[config.mk]
export PLATFORM = sky130hd
export DESIGN_NAME = alu_exec_seq
export DESIGN_NICKNAME = d
export VERILOG_FILES = /design/src/rtl/alu_exec_seq.sv
export SDC_FILE = /design/constraint.sdc
export NUM_CORES = 1
export LEC_CHECK = 0
export ABC_CLOCK_PERIOD_IN_PS = 5100
export BUFFER_PORTS_ARGS = -buffer_cell sky130_fd_sc_hd__buf_2
export CAP_MARGIN = 15
export CORE_MARGIN = 2
export CORE_UTILIZATION = 61
export CTS_CLUSTER_DIAMETER = 80
export DETAILED_ROUTE_END_ITERATION = 8
export PLACE_DENSITY_LB_ADDON = 0.05
export SKIP_CTS_REPAIR_TIMING = 1
export SYNTH_ARGS = -nofsm -noshare
export SYNTH_HDL_FRONTEND = slang
export SYNTH_SLANG_ARGS = --single-unit
[constraint.sdc]
create_clock -name clk -period 5.1 [get_ports clk]
set_input_delay 1.02 -clock clk [delete_from_list [all_inputs] [get_ports clk]]
set_output_delay 1.02 -clock clk [all_outputs]
set_load 0.05 [all_outputs]
[src/rtl/alu_exec_seq.sv]
// alu_exec_seq -- RV32I execute-stage integer unit.
//
// Non-shift operations finish in one cycle. Shifts with a non-zero amount are
// done iteratively, SHIFT_STEP bits per cycle, so no full barrel shifter is
// needed.
//
// Ports:
//   clk, rst          clock; synchronous active-high reset
//   in_valid/in_ready input handshake for operation, op_a, op_b
//   operation[3:0]    {funct7[5], funct3}
//   op_a, op_b        operands (shift amount = op_b[4:0])
//   out_valid/out_ready result handshake
//   result, zero      registered result and its zero flag
//   busy              unit is not idle
module alu_exec_seq #(
   parameter int XLEN       = 32,
   parameter int SHIFT_STEP = 1
) (
   input  logic            clk,
   input  logic            rst,
   input  logic            in_valid,
   output logic            in_ready,
   input  logic [3:0]      operation,
   input  logic [XLEN-1:0] op_a,
   input  logic [XLEN-1:0] op_b,
   output logic            out_valid,
   input  logic            out_ready,
   output logic [XLEN-1:0] result,
   output logic            zero,
   output logic            busy
);

   typedef enum logic [1:0] {IDLE, SHIFT, DONE} state_t;

   state_t          state, state_nxt;
   logic [XLEN-1:0] sh_val;
   logic [5:0]      sh_rem;
   logic            sh_left;
   logic            sh_arith;

   logic [4:0]      shamt;
   logic            is_shift;
   logic            start_shift;
   logic            accept;
   logic [XLEN-1:0] alu_res;
   logic [5:0]      step;
   logic [5:0]      rem_nxt;
   logic [XLEN-1:0] sh_nxt;

   assign shamt       = op_b[4:0];
   assign is_shift    = (operation[1:0] == 2'b01);
   assign start_shift = is_shift && (shamt != 5'd0);

   // in_ready depends only on state and out_ready.
   assign in_ready  = (state == IDLE) || ((state == DONE) && out_ready);
   assign accept    = in_valid && in_ready;
   assign out_valid = (state == DONE);
   assign busy      = (state != IDLE);

   // Single-cycle result. Shifts only reach this path with shamt==0, where
   // the result is op_a unchanged.
   always_comb begin
      alu_res = '0;
      case (operation[2:0])
         3'b000: alu_res = operation[3] ? (op_a - op_b) : (op_a + op_b);
         3'b001: alu_res = op_a;
         3'b010: alu_res = {{(XLEN-1){1'b0}}, ($signed(op_a) < $signed(op_b))};
         3'b011: alu_res = {{(XLEN-1){1'b0}}, (op_a < op_b)};
         3'b100: alu_res = op_a ^ op_b;
         3'b101: alu_res = op_a;
         3'b110: alu_res = op_a | op_b;
         3'b111: alu_res = op_a & op_b;
         default: alu_res = '0;
      endcase
   end

   // One shift step: k = min(SHIFT_STEP, remaining).
   always_comb begin
      step    = (sh_rem < 6'(SHIFT_STEP)) ? sh_rem : 6'(SHIFT_STEP);
      rem_nxt = sh_rem - step;
      if (sh_left)
         sh_nxt = sh_val << step;
      else if (sh_arith)
         sh_nxt = $signed(sh_val) >>> step;
      else
         sh_nxt = sh_val >> step;
   end

   always_comb begin
      state_nxt = state;
      case (state)
         IDLE, DONE: begin
            if (accept)
               state_nxt = start_shift ? SHIFT : DONE;
            else if ((state == DONE) && out_ready)
               state_nxt = IDLE;
         end
         SHIFT: begin
            if (rem_nxt == 6'd0)
               state_nxt = DONE;
         end
         default: state_nxt = IDLE;
      endcase
   end

   always_ff @(posedge clk) begin
      if (rst) begin
         state    <= IDLE;
         result   <= '0;
         zero     <= 1'b0;
         sh_val   <= '0;
         sh_rem   <= '0;
         sh_left  <= 1'b0;
         sh_arith <= 1'b0;
      end else begin
         state <= state_nxt;
         if (accept) begin
            if (start_shift) begin
               sh_val   <= op_a;
               sh_rem   <= {1'b0, shamt};
               sh_left  <= ~operation[2];
               sh_arith <= operation[3];
            end else begin
               result <= alu_res;
               zero   <= (alu_res == '0);
            end
         end else if (state == SHIFT) begin
            sh_val <= sh_nxt;
            sh_rem <= rem_nxt;
            if (rem_nxt == 6'd0) begin
               result <= sh_nxt;
               zero   <= (sh_nxt == '0);
            end
         end
      end
   end

endmodule

==> summary.txt <==
Outcome
  – Status: completed

Floorplanning
  – Cell row count: 45
  – Total core area: 15150 um^2
  – Die ar.: 16460 um^2
  – Io pins: 108
  – Die width: about 130 um
  – Die Span Y: 128.3 um
  – Initial Util: 0.6224

Placement
  – Gpl congestion: between 0.9 and 1
  – DP Wirelength: between 20000 and 30000 um
  – I/O Buffers: 107

Timing
  – Final hold viol count: 0
  – Minimum clock period: roughly 4.5 ns
  – Max Freq: 220.7 MHz
  – Fin. max-slew vios: 0
  – Fin Setup TNS: 0 ns
  – Clock skew: around 0.0064 ns
  – Hold slack: 0.4478 ns
  – Slew headroom: 0.3456
  – Worst Tran Pin Value: 0.9792 ns
  – Period utilisation layout: 0.8886
  – Setup violators final: 0
  – RSZ-0062 raised after global routing: no

CTS
  – CTS buffer count: 9
  – Clk Tree Root Cell: clkbuf_16
  – Clock slew at reported path FFs: approximately 0.060 ns
  – Htree depth: 3
  – CTS tree: yes
  – Bufs on Longest Clock Path: 2
  – Clock latency on the worst-skew pair: between 0.3 and 0.4 ns
  – CTS sink count: 75

Power
  – Worst IR drop on VDD: 0.2371 mV
  – Leak: 4.585 nW
  – Pwr Density: 260.4 nW/um^2

Final layout
  – Area delta synth->final: 10.63%
  – Highest-count cells in the layout ignoring fill and taps: nor2_1 (165), a21oi_1 (137), buf_2 (107)
  – Most common cell after layout, fill and taps aside: nor2_1
  – Nets@finish: 1578
  – Share of post-route cells with drive strength above 1: 0.1431

Drt
  – Initial DRC Count: ~1600
  – TritonRoute pass-1 iters: 6
  – Vias per cell: 6.661
  – Post-DRT Antenna Nets: 0
  – Vias: 10664
  – Residual DRC: 0
  – Drt wl/cell: 20.79 um
  – Routed Wire Length: 33290 um

Global route
  – Vias in the first global route: 9649
  – Remaining Overflow, GRT: 0
  – First-pass GRT wire length: 52180 um
  – Largest net degree at the start of global routing: 80
  – Antenna violations before repair: 0
  – GRT Total Usage: 0.4001

Setup path
  – Critical path endpoint category: flop
  – Worst Path Required: 5.35 ns
  – Worst EP arrival: 4.78 ns
  – Critical Path Start Type: input pin
  – Critical path class: in -> reg
  – CP max FO: 4

Synth
  – Syn Area/Cell: ~7 um^2
  – Synth Instances: 1359
  – Sequential element share of the synthesized area: 0.1593
  – Post-synth EDFFs: 0
  – Synth Warn #: 0
  – #FFs+latches synth: 75
  – Post-synth net total: 1530
  – Yosys cell types: 78
  – Synth Cell Area: 9427 um^2
  – Main synth FF type: dfxtp_1
  – Post-synth ARST share: 0

Job
  – Max-cap violations: 0

Worst hold path
  – Hold/Removal Path Class: reg -> reg
-- area by class of cell --
type / count / area, um^2
tap: 188 / 235.2
clock buffer: 12 / 256.5
sequential: 75 / 1503
antenna: 1 / 2.502
multi-input combinational: 1079 / 7168
fill: 1381 / 4717
timing repair buffer: 134 / 738.2
clock inverter: 4 / 120.1
inverter: 108 / 405.4
-- kinds of logic after synthesis --
logic type | Yosys count | share of synthesized area
AO/OA/AOI/OAI | 476 | 0.3330
adder cells (fa/ha/maj) | 99 | 0.1330
flip-flops | 75 | 0.1593
AND/OR/NAND/NOR | 433 | 0.2181
multiplexers | 48 | 0.05190
buffers and inverters | 205 | 0.08335
XOR/XNOR | 23 | 0.02137
-- state kept, by name (all words and copies together), names as in the netlist --
register,cells
state,2
sh_val,32
sh_arith,1
result,32
sh_left,1
sh_rem,6
zero,1
-- worst max-delay path, cell delays in order --
cell       delay (ns)
buf_2            0.14
ha_1             0.24
fa_1             0.39
a21o_1           0.20
a221o_2          0.39
a221oi_2         0.38
o21bai_1         0.13
o2111ai_1        0.22
mux2_2           0.36
a222oi_1         0.44
nand4_1          0.13
nor4_1           0.35
nand4b_1         0.16
o41ai_2          0.22
-- Yosys cell counts (19+ instances only) --
master / n / area (um^2)
a21oi_1: 137 / 685.7
dfxtp_1: 75 / 1501
o21ai_0: 97 / 485.5
nand2_1: 92 / 345.3
ha_1: 97 / 1214
nor2_1: 167 / 626.9
clkbuf_1: 75 / 281.5
mux2i_1: 41 / 410.4
o211ai_1: 20 / 150.1
a21o_1: 20 / 150.1
or2_2: 22 / 137.6
inv_1: 106 / 397.9
nor3_1: 35 / 175.2
a211oi_1: 46 / 345.3
nand3_1: 24 / 120.1
xnor2_1: 19 / 166.4
-- routing by layer --
metal	global-route usage	up-vias	routed length (um)
li1	-	5013	-
met1	0.5907	4933	14620
met2	0.6014	611	14230
met3	0.03798	107	3190
met4	0.1487	0	1239
met5	0	-	0
-- power breakdown --
group | switching (mW) | leakage [nW] | internal [mW]
registers | 0.0533 | 0.616 | 0.643
logic | 0.820 | 3.79 | 0.398
clock network | 0.247 | 0.183 | 0.554
-- through the flow --
step / setup WS, ns / util / instances / cell area (um^2) / power (mW)
final: 0.5684 / 0.6886 / 1601 / 10430 / 2.715
after global placement: 0.2954 / 0.6635 / 1584 / 10050 / 1.876
after CTS: 0.5908 / 0.6884 / 1600 / 10430 / 2.677
after detailed placement: 0.2390 / 0.6635 / 1584 / 10050 / 1.882
after global routing: 0.2503 / 0.6884 / 1600 / 10430 / 2.843
after floorplan: 0.8995 / - / 1359 / 9427 / 1.547
-- final timing paths --
path,end,slack [ns],startpoint,cells past startpoint
hold / removal,result[31]$_SDFFE_PP0P_,0.45,result[31]$_SDFFE_PP0P_,2
hold reg to reg,result[31]$_SDFFE_PP0P_,0.45,result[31]$_SDFFE_PP0P_,2
setup reg to reg,zero$_SDFFE_PP0P_,1.38,sh_rem[3]$_SDFFE_PP0P_,13
setup / recovery,zero$_SDFFE_PP0P_,0.57,op_a[0],14
(Power assumes the default switching activity.)
